File: src/rtl/mac_operand_buffer_if.sv
// mac_operand_buffer_if
//   Handshake bundle between the operand loader, the operand buffer and the
//   MAC stage.
//   Loader side : in_valid, in_ready, in_a, in_b
//   MAC side    : out_valid, out_ready, out_a, out_b
//   Modports    : slave  - the buffer (accepts pairs, presents the head pair)
//                 master - the environment (offers pairs, consumes the head)
interface mac_operand_buffer_if #(
  parameter int unsigned DataWidth = 8
);
  logic                 in_valid;
  logic                 in_ready;
  logic [DataWidth-1:0] in_a;
  logic [DataWidth-1:0] in_b;
  logic                 out_valid;
  logic                 out_ready;
  logic [DataWidth-1:0] out_a;
  logic [DataWidth-1:0] out_b;

  modport slave (
    input  in_valid, in_a, in_b, out_ready,
    output in_ready, out_valid, out_a, out_b
  );

  modport master (
    output in_valid, in_a, in_b, out_ready,
    input  in_ready, out_valid, out_a, out_b
  );
endinterface

File: src/rtl/mac_operand_buffer.sv
// mac_operand_buffer
//   Circular buffer of (A, B) operand pairs in front of the MAC datapath.
//   Depth is 2**BufferWidth. The head pair is presented first-word
//   fall-through, so the MAC sees it without a separate read cycle.
//
//   Ports
//     clk     : clock, all state changes on the rising edge
//     reset   : asynchronous active-low reset of pointers, count, flag
//     flush   : synchronous clear of pointers and count
//     bus     : mac_operand_buffer_if.slave (loader and MAC handshakes)
//     count   : entries held, 0..depth
//     full    : count == depth
//     empty   : count == 0
//     ovf_err : sticky dropped-offer flag, only with OPERAND_BUFFER_OVF_EN
//
//   Optional feature macro: OPERAND_BUFFER_OVF_EN
module mac_operand_buffer #(
  parameter int unsigned BufferWidth = 2,
  parameter int unsigned DataWidth   = 8
) (
  input  logic                   clk,
  input  logic                   reset,
  input  logic                   flush,
  mac_operand_buffer_if.slave    bus,
  output logic [BufferWidth:0]   count,
  output logic                   full,
  output logic                   empty
`ifdef OPERAND_BUFFER_OVF_EN
  ,
  output logic                   ovf_err
`endif
);

  localparam int unsigned Depth = 1 << BufferWidth;

  logic [2*DataWidth-1:0] mem [Depth];
  logic [BufferWidth-1:0] wr_ptr;
  logic [BufferWidth-1:0] rd_ptr;
  logic [BufferWidth:0]   count_q;
  logic                   push;
  logic                   pop;

  // Status and ready/valid come from the registered count only, so there is
  // no combinational path from in_valid or out_ready to the handshakes.
  always_comb begin
    count         = count_q;
    full          = (count_q == (BufferWidth+1)'(Depth));
    empty         = (count_q == '0);
    bus.in_ready  = !full;
    bus.out_valid = !empty;
    push          = bus.in_valid & !full;
    pop           = bus.out_ready & !empty;
    bus.out_a     = mem[rd_ptr][2*DataWidth-1:DataWidth];
    bus.out_b     = mem[rd_ptr][DataWidth-1:0];
  end

  always_ff @(posedge clk or negedge reset) begin
    if (!reset) begin
      wr_ptr  <= '0;
      rd_ptr  <= '0;
      count_q <= '0;
    end else if (flush) begin
      wr_ptr  <= '0;
      rd_ptr  <= '0;
      count_q <= '0;
    end else begin
      if (push) wr_ptr <= wr_ptr + BufferWidth'(1);
      if (pop)  rd_ptr <= rd_ptr + BufferWidth'(1);
      unique case ({push, pop})
        2'b10:   count_q <= count_q + (BufferWidth+1)'(1);
        2'b01:   count_q <= count_q - (BufferWidth+1)'(1);
        default: count_q <= count_q;
      endcase
    end
  end

  // Storage is not reset; writes are suppressed while reset or flush is active.
  always_ff @(posedge clk) begin
    if (push && !flush && reset) begin
      mem[wr_ptr] <= {bus.in_a, bus.in_b};
    end
  end

`ifdef OPERAND_BUFFER_OVF_EN
  // Any offer while full is a dropped pair; flush leaves the flag set.
  always_ff @(posedge clk or negedge reset) begin
    if (!reset) begin
      ovf_err <= 1'b0;
    end else if (bus.in_valid && full) begin
      ovf_err <= 1'b1;
    end
  end
`endif

endmodule
File: src/flat_wrapper.sv
// flat-port wrapper written by rule: the top's interface ports become plain ports
module mac_operand_buffer_flat 
#(
  parameter int unsigned BufferWidth = 2,
  parameter int unsigned DataWidth   = 8
)
  (clk, reset, flush, count, full, empty, bus_in_valid, bus_in_a, bus_in_b, bus_out_ready, bus_in_ready, bus_out_valid, bus_out_a, bus_out_b);
  mac_operand_buffer_if #(.DataWidth(DataWidth)) bus_i ();
  input  logic clk;
  input  logic reset;
  input  logic flush;
  output logic [BufferWidth:0] count;
  output logic full;
  output logic empty;
  input wire logic [$bits(bus_i.in_valid)-1:0] bus_in_valid;
  input wire logic [$bits(bus_i.in_a)-1:0] bus_in_a;
  input wire logic [$bits(bus_i.in_b)-1:0] bus_in_b;
  input wire logic [$bits(bus_i.out_ready)-1:0] bus_out_ready;
  output wire logic [$bits(bus_i.in_ready)-1:0] bus_in_ready;
  output wire logic [$bits(bus_i.out_valid)-1:0] bus_out_valid;
  output wire logic [$bits(bus_i.out_a)-1:0] bus_out_a;
  output wire logic [$bits(bus_i.out_b)-1:0] bus_out_b;
  assign bus_i.in_valid = bus_in_valid;
  assign bus_i.in_a = bus_in_a;
  assign bus_i.in_b = bus_in_b;
  assign bus_i.out_ready = bus_out_ready;
  assign bus_in_ready = bus_i.in_ready;
  assign bus_out_valid = bus_i.out_valid;
  assign bus_out_a = bus_i.out_a;
  assign bus_out_b = bus_i.out_b;
  mac_operand_buffer #(.BufferWidth(BufferWidth), .DataWidth(DataWidth)) u_core (.clk(clk), .reset(reset), .flush(flush), .bus(bus_i), .count(count), .full(full), .empty(empty));
endmodule
File: config.mk
export PLATFORM = sky130hd
export DESIGN_NAME = mac_operand_buffer_flat
export DESIGN_NICKNAME = d
export VERILOG_FILES = /design/src/rtl/mac_operand_buffer_if.sv /design/src/rtl/mac_operand_buffer.sv /design/src/flat_wrapper.sv
export SDC_FILE = /design/constraint.sdc
export NUM_CORES = 1
export LEC_CHECK = 0
export BUFFER_PORTS_ARGS = -buffer_cell sky130_fd_sc_hd__buf_2
export CORE_AREA = 5 5 82 84
export CTS_CLUSTER_DIAMETER = 80
export DETAILED_ROUTE_END_ITERATION = 16
export DIE_AREA = 0 0 87 89
export PLACE_DENSITY = 0.71
export SLEW_MARGIN = 10
export SYNTH_ARGS = -nofsm -noshare
export SYNTH_HDL_FRONTEND = slang
export SYNTH_SLANG_ARGS = --single-unit
File: constraint.sdc
create_clock -name clk -period 1.9 [get_ports clk]
set_input_delay 0.38 -clock clk [delete_from_list [all_inputs] [get_ports clk]]
set_output_delay 0.38 -clock clk [all_outputs]
set_load 0.01 [all_outputs]
# == Yosys cells after proc, flatten, opt, wreduce, memory -nomap -nowiden ==
# Memory sizes are Yosys's and may differ from the RTL's.
# Index checks and enable logic that the tools add are counted.
# classes
n_addsub,4
multipliers,0
n_div,0
n_lt_le_gt_ge,0
eq_ne,3
n_shift,0
n_mux,8
bitwise,2
n_reduce_logical,9
# ops
op,count
$mux W2,4
$pmux W3 S2,1
$add A2 B1 Y2 const B,2
$reduce_bool A2 Y1,2
$add A3 B1 Y3 const B,1
$eq A3 B3 Y1 const B,1
$logic_not A1 Y1,3
$logic_not A3 Y1,1
$mux W3,1
$reduce_bool A3 Y1,1
$sub A3 B1 Y3 const B,1
$and A1 B1 Y1,2
$eq A2 B1 Y1 const B,1
$eq A2 B2 Y1 const B,1
$logic_and A1 B1 Y1,2
$mux W1,2
# word_totals
regBits,7
latch_bits,0
ram_bits,64
mem_bits_ro,0
in_bits,21
out_inout_bits,23
elab_cells,30
mem_count,1
# memory_table
memory,depth,width,read_ports,rd_clocked_by_memory_dff,wr,line_no,rtl
u_core.mem,4,16,1,0,1,mac_operand_buffer.sv:36,logic [2*DataWidth-1:0] mem [Depth];

# == Depth between registers and ports, before layout ==
# Gate-level depths: netlist (run 1).
# logic_depth
depth_word,7
ltp_mapped,8

# == Worst setup path before layout (run 1) ==
# No wires, ideal clock.
# synth_path
kind,reg-to-reg
start,"register u_core.count_q[0], in the netlist u_core.count[0]"
end,"register u_core.count_q[1], in the netlist u_core.count[1]"
setup_ps,86
arrival_time_ps,1992
required_time_ps,1814
setup_slack_ps,-178
path_stages_with_launch,8
path_buffers,0
cell_sequence,dfrtp_1 -> or3_1 -> nand2_1 -> a21oi_1 -> fa_1 -> o311a_1 -> a21oi_1 -> nor3_1
# synth_via
elab_chain_len,6
# synth_rtl
element,line_no,rtl
start: declaration,mac_operand_buffer.sv:39,logic [BufferWidth:0] count_q;
start signal: assignment,mac_operand_buffer.sv:70,2'b10: count_q <= count_q + (BufferWidth+1)'(1);
start signal: assignment,mac_operand_buffer.sv:71,2'b01: count_q <= count_q - (BufferWidth+1)'(1);
start signal: assignment,mac_operand_buffer.sv:72,default: count_q <= count_q;
$logic_not A3 Y1 (*),mac_operand_buffer.sv:48,empty = (count_q == '0);
$logic_not A1 Y1 (*),-,
via bus_out_valid,flat_wrapper.sv:20,output wire logic [$bits(bus_i.out_valid)-1:0] bus_out_valid;
$and A1 B1 Y1 (*),mac_operand_buffer.sv:52,pop = bus.out_ready & !empty;
$eq A2 B1 Y1 / $eq A2 B2 Y1 (equally long branches),mac_operand_buffer.sv:69,"unique case ({push, pop})"
$pmux W3 S2,mac_operand_buffer.sv:69,
$mux W3,mac_operand_buffer.sv:62,end else if (flush) begin
# The timed path passes the listed nets; every way through them passes the cells marked *.
# A chain may end at the register's enable or synchronous reset.

# == Final worst setup path (run 1) ==
# layout_path
start,register u_core.rd_ptr[0]
end,output bus_out_a[6]
# layout_via
elab_chain_len,1
# layout_rtl
element,line_no,rtl
start: declaration,mac_operand_buffer.sv:38,logic [BufferWidth-1:0] rd_ptr;
start signal: assignment,mac_operand_buffer.sv:68,if (pop) rd_ptr <= rd_ptr + BufferWidth'(1);
$mem_v2 Z4 W16,-,
end: declaration,flat_wrapper.sv:21,output wire logic [$bits(bus_i.out_a)-1:0] bus_out_a;
# Every way passes these cells.

==> results.ini, run 1 <==
[timing]
period_needed_ps=2000
final-hold-violation-count=0
grt_setup_unrepaired=true
setup-violations-final=17
max_slew_margin=0.814
finalSetupTns_ps=-1450
finalMaxSlewViolations=0
layout_worst_path_cycle_share=1.05
fin_ws_ps=-100
tightest_slew_ps=279
timing.fmax_ghz=0.500
finClkSkew_ps=5.64

[power]
ir_worst_vdd_mv=0.482
p_leak_nw=1.36
power_density_nw_per_um2=962

[job]
max_cap_violations=0

[clock_tree]
clk_latency_ps=330
cts_buffer_depth=2
tritoncts=yes
clkTransAtPathRegs_ps=70
clock-sinks=71
htree_levels=3
clockRootBuffer=clkbuf_8
numCtsBuffers=9

[place]
dpl.hpwl_um=3840
placed_cells=278
port_buffers=43
gp_congestion=0.819

[grt]
grt_usage=0.153
grt-ovfl-total=0
grt_start_max_net_pins=17
grt_pass1_wl_um=8540
antenna_found_initial=0
grt_pass1_vias=1742

[detailed_routing]
dr.pass1.iters=4
wl_um=5460
ant_nets=0
drc_errors=0
via_count=1599
wl_per_cell_um=18.1
drt_iter0_drc=77
vias_per_cell=5.31

[setup_path]
arrival_ps=1620
crit_fanout=8
cp_data_required_time_ps=1520
crit_chain=clkbuf_16 -> mux4_2 -> buf_6
crit_path_max_incr_delay_ps=510
cp-start-kind=register
worst_path_max_delay_cell=mux4_2
crit_type=register to primary output
worst_setup_path_end_kind=primary output

[finish]
nNetsFinal=247
drive_above_1_share=0.518
layout.cells.non_filler=301
area_growth_syn_to_layout_pct=29.0
nFillCells=405
final_util=0.630
diodes=0

[yosys]
async_reset_ff_frac=0.0986
syn_area_um2=2860
ys_warn_count=0
synthFlopType=edfxtp_1
synth_commonest_cells=edfxtp_1 (64), mux4_2 (16), nor2_1 (8)
synth.most_common_cell=edfxtp_1
synth_seq_cells=71
syn_inst=149
synth_top_area_share=0.672
postSynthAreaPerCell_um2=19.2
ys_types=30
yosysSeqAreaShare=0.733
syn_nets=175
ys_top_cells_by_area=edfxtp_1 (67%), mux4_2 (13%), dfrtp_1 (6.1%), ha_1 (1.8%), nor2_1 (1.1%)
synth_edf_count=64
yosys.area.top_type=edfxtp_1

[floorplan]
num_rows=28
design.core.area_um2=5850
die_area_um2=7740
initial_core_util=0.489
pin_count=44
die_x_um=87
die_h_um=89

[run_status]
failed_checks=setup timing
status=finished, violations left

[worst_hold_path]
min_path_type=primary input to register

## stage by stage
| stage | instance area [um2] | hold WS, ps | setup WS [ps] | power [W] |
|---|---|---|---|---|
| final | 3690 | 252 | -100 | 0.00355 |
| after global routing | 3690 | 231 | -168 | 0.00372 |
| after CTS | 3540 | 235 | -144 | 0.00349 |
| after detailed placement | 3290 | 319 | -46.9 | 0.00233 |
| after global placement | 3290 | 310 | 76.3 | 0.00231 |
| after floorplan | 2870 | 84.4 | -19.5 | 0.00213 |
## path summary, 6_finish.rpt
path | slack [ps] | from | cells after the start | to
min in group asynchronous | 500 | reset | 3 | u_core.wr_ptr[1]$_DFFE_PN0P_
setup reg to reg | -70 | u_core.count[1]$_DFFE_PN0P_ | 7 | u_core.count[1]$_DFFE_PN0P_
hold / removal | 250 | bus_in_a[3] | 1 | u_core.mem[0][11]$_DFFE_PP_
setup / recovery | -100 | u_core.rd_ptr[0]$_DFFE_PN0P_ | 3 | bus_out_a[6]
max in group asynchronous | 1270 | reset | 3 | u_core.rd_ptr[0]$_DFFE_PN0P_
hold reg to reg | 590 | u_core.rd_ptr[1]$_DFFE_PN0P_ | 2 | u_core.rd_ptr[1]$_DFFE_PN0P_
## cell usage in the layout, fill, tap and decap left out, drive strengths merged, types with 4 or more instances in the layout
cell type	n
buf	66
edfxtp	64
mux4	16
clkbuf	10
nor2	8
dfrtp	7
nand2	6
clkinv	5
and2	4
nand3	4
ha	4
inv	4
a21oi	4
## state kept, by name (all words and copies together), names as in the netlist
signal	cells
u_core.count	3
u_core.rd_ptr	2
u_core.mem	64
u_core.wr_ptr	2
## cell families after synthesis
kind of cell	Yosys count	synth area share
flip-flops	71	0.733
AND/OR/NAND/NOR	31	0.0591
multiplexers	17	0.130
buffers and inverters	11	0.0188
AO/OA/AOI/OAI	10	0.0219
adder cells (fa/ha/maj)	5	0.0245
XOR/XNOR	4	0.0123
## worst max-delay path: cells and delay by family (launching register included)
kind,cells,cell delay (ps)
muxes,1,510
DFF,1,440
buffers and inverters,2,340
## report_power, final
part	switching, W	internal, W
registers	0.0000295	0.00175
logic	0.000291	0.000352
clock network	0.000531	0.000594
total	0.000851	0.00270
## per-layer routing
| layer | up-vias | part of all wire | global-route usage |
|---|---|---|---|
| met4 | 0 | 0.019 | 0.0765 |
| met1 | 808 | 0.39 | 0.171 |
| met5 | - | 0 | 0 |
| met3 | 10 | 0.053 | 0.0424 |
| li1 | 729 | - | - |
| met2 | 52 | 0.54 | 0.270 |
## timing repair
| item | in CTS | in global routing |
|---|---|---|
| buffers inserted | 1 | 4 |
| hold buffers | 1 | 0 |
| cloned | 0 | 1 |
| endpoints found under the setup margin | 20 | 84 |
| endpoints found under the hold margin | 7 | 0 |
| resized for setup | 10 | 20 |
| pin swaps | 1 | 7 |
## final cells by class
cell class / instances / area (um2) / share of cell area
clock buffers: 9 / 124 / 0.0336
repair buffers: 68 / 529 / 0.143
multi-input cells: 67 / 761 / 0.206
flip-flops and latches: 71 / 2100 / 0.570
clock inverters: 7 / 63.8 / 0.0173
well taps: 75 / 93.8 / 0.0254
inverters: 4 / 15.0 / 0.00407
No activity file was read; power rests on OpenSTA's default activity.
==> run 2, diff against run 1 <==
BUFFER_PORTS_ARGS = -buffer_cell sky130_fd_sc_hd__clkbuf_2   (was -buffer_cell sky130_fd_sc_hd__buf_2)
==> results.ini, run 2 (synthesized netlist as in run 1, its figures left out) <==
[detailed_routing]
wl_um=5400  ; -1.1%
drc_errors=0  ; unchanged
dr.pass1.iters=4  ; unchanged
ant_nets=0  ; unchanged
via_count=1628  ; +1.8%
vias_per_cell=5.43  ; +2.2%
wl_per_cell_um=18.0  ; -0.77%
drt_iter0_drc=109  ; +42%

[job]
max_cap_violations=0  ; unchanged

[floorplan]
initial_core_util=0.489  ; unchanged
design.core.area_um2=5850  ; unchanged
num_rows=28  ; unchanged
die_h_um=89  ; unchanged
die_area_um2=7740  ; unchanged
pin_count=44  ; unchanged
die_x_um=87  ; unchanged

[setup_path]
arrival_ps=2150  ; +530 ps
crit_fanout=4  ; -4
crit_chain=buf_4 -> or2_2 -> a21oi_2 -> fa_2 -> buf_4 -> nor2_1 -> nor3_1
worst_path_max_delay_cell=fa_2
crit_path_max_incr_delay_ps=460  ; -50 ps
reg2reg_slack_ps=-50  ; +20 ps
rr_endpoint=u_core.count[1]$_DFFE_PN0P_
ff2ff_path_depth=7  ; unchanged
crit_type=register to register
worst_setup_path_end_kind=register
critical_path.most_common_cell=buf_4
cp-start-kind=register
cp_data_required_time_ps=2100  ; +580 ps
worstReg2RegStart=u_core.count[1]$_DFFE_PN0P_

[finish]
area_growth_syn_to_layout_pct=24.5
final_cell_mix=edfxtp_1 (64), clkbuf_2 (40), buf_4 (18)
nFillCells=428  ; +5.7%
largest_reg_flops=64  ; unchanged
drive_above_1_share=0.484  ; -0.0333
layout.cells.non_filler=300  ; -0.33%
final_common_cell=edfxtp_1
diodes=0  ; unchanged
final_area_um2=3560  ; -3.5%
top_register=u_core.mem
nNetsFinal=246  ; -0.40%

[clock_tree]
numCtsBuffers=9  ; unchanged
tritoncts=yes
clk_latency_ps=320  ; about the same
clockRootBuffer=clkbuf_8
htree_levels=3  ; unchanged
clkTransAtPathRegs_ps=70  ; about the same
clock-sinks=71  ; unchanged
cts_buffer_depth=2  ; unchanged

[place]
port_buffers=43  ; unchanged
dpl.hpwl_um=3820  ; -0.50%
gp_congestion=0.849  ; +3.6%
placed_cells=279  ; +0.36%
place_area_um2=3300  ; +0.23%

[timing]
setup-violations-final=17  ; unchanged
grt_setup_unrepaired=true
max_slew_margin=0.841  ; +0.0272
fin_ws_ps=-52.8  ; +47.4 ps
final-hold-violation-count=0  ; unchanged
finClkSkew_ps=4.47  ; -1.17 ps
tightest_slew_ps=237  ; -42.5 ps
timing.fmax_ghz=0.512  ; +2.4%
finalSetupTns_ps=-524  ; +925 ps
finalMaxSlewViolations=0  ; unchanged
layout_worst_path_cycle_share=1.03  ; -0.0249
period_needed_ps=1950  ; -47.4 ps

[power]
p_leak_nw=1.31  ; -3.3%
power_density_nw_per_um2=937  ; -2.6%
ir_worst_vdd_mv=0.526  ; +9.3%

[worst_hold_path]
worstHoldStart=bus_in_b[5]
min_path_type=primary input to register
hold_end=u_core.mem[0][5]$_DFFE_PP_
holdPathStages=1  ; unchanged

[grt]
grt-ovfl-total=0  ; unchanged
antenna_found_initial=0  ; unchanged
grt_pass1_vias=1835  ; +5.3%
grt_usage=0.159  ; +0.00548
grt_start_max_net_pins=17  ; unchanged
grt_pass1_wl_um=8890  ; +4.1%

[run_status]
status=finished, violations left
failed_checks=setup timing

[run 2: cell types whose count changed in the layout (fill, tap and decap cells not counted), moves of 2 or more]
cell,before,now
clkbuf_2,0,40
clkbuf_1,0,2
buf_6,15,6
and2_4,4,2
buf_2,31,0
and2_1,0,2
[run 2: critical path: cells and delay by family, from the launching register on]
family / cells / cell delay, ps
and+or+nand+nor: 3 / 500
adders and majority gates: 1 / 460
DFF: 1 / 410
buffers and inverters: 2 / 300
AOI/OAI and AO/OA: 1 / 160
[run 2: per-layer routing]
metal	global-route usage	up-vias	part of all wire	routed length (um)
met5	0	-	0	0
met4	0.0822	0	0.026	143
met3	0.0396	13	0.051	275
met2	0.280	59	0.55	2970
met1	0.179	825	0.37	2020
li1	-	731	-	-
[run 2: cell type report]
class / count / area (um2) / share of cell area
repair buffers: 67 / 453 / 0.127
clock inverters: 5 / 25.0 / 0.00703
inverters: 4 / 15.0 / 0.00422
flip-flops and latches: 71 / 2100 / 0.591
multi-input cells: 67 / 738 / 0.207
well taps: 75 / 93.8 / 0.0264
clock buffers: 11 / 131 / 0.0369
[run 2: worst max-delay path by stage]
stage,startpoint,to,slack [ps],cells after the start
global route,u_core.rd_ptr[0]$_DFFE_PN0P_,bus_out_a[4],-130,3
global placement,u_core.count[1]$_DFFE_PN0P_,u_core.count[1]$_DFFE_PN0P_,70,7
floorplan,u_core.count[2]$_DFFE_PN0P_,u_core.count[1]$_DFFE_PN0P_,-20,7
CTS,u_core.rd_ptr[0]$_DFFE_PN0P_,bus_out_b[0],-110,4
finish,u_core.count[1]$_DFFE_PN0P_,u_core.count[1]$_DFFE_PN0P_,-50,7
detailed placement,u_core.count[1]$_DFFE_PN0P_,u_core.count[1]$_DFFE_PN0P_,-30,7
[run 2: where the power goes]
part	total [W]	internal [W]	leakage, nW	switching (W)
registers	0.00178	0.00175	0.667	0.0000276
clock network	0.000956	0.000461	0.0782	0.000495
logic	0.000601	0.000315	0.570	0.000286
total	0.00334	0.00253	1.31	0.000809
[run 2: timing repair]
action | in CTS | in global routing
gates cloned | 1 | 0
endpoints found under the setup margin | 17 | 68
hold buffers | 1 | 0
hold endpoints to repair | 7 | 0
pin swaps | 3 | 4
gates resized for setup | 3 | 20
setup buffers | 5 | 0
[run 2: metrics by stage]
stage | hold slack [ps] | total power, W | setup slack (ps) | utilization
after floorplan | 84.4 | 0.00213 | -19.5 | -
after global placement | 315 | 0.00231 | 71.9 | 0.564
after detailed placement | 324 | 0.00234 | -32.3 | 0.564
after CTS | 252 | 0.00337 | -105 | 0.605
after global routing | 253 | 0.00351 | -127 | 0.608
final | 271 | 0.00334 | -52.8 | 0.608
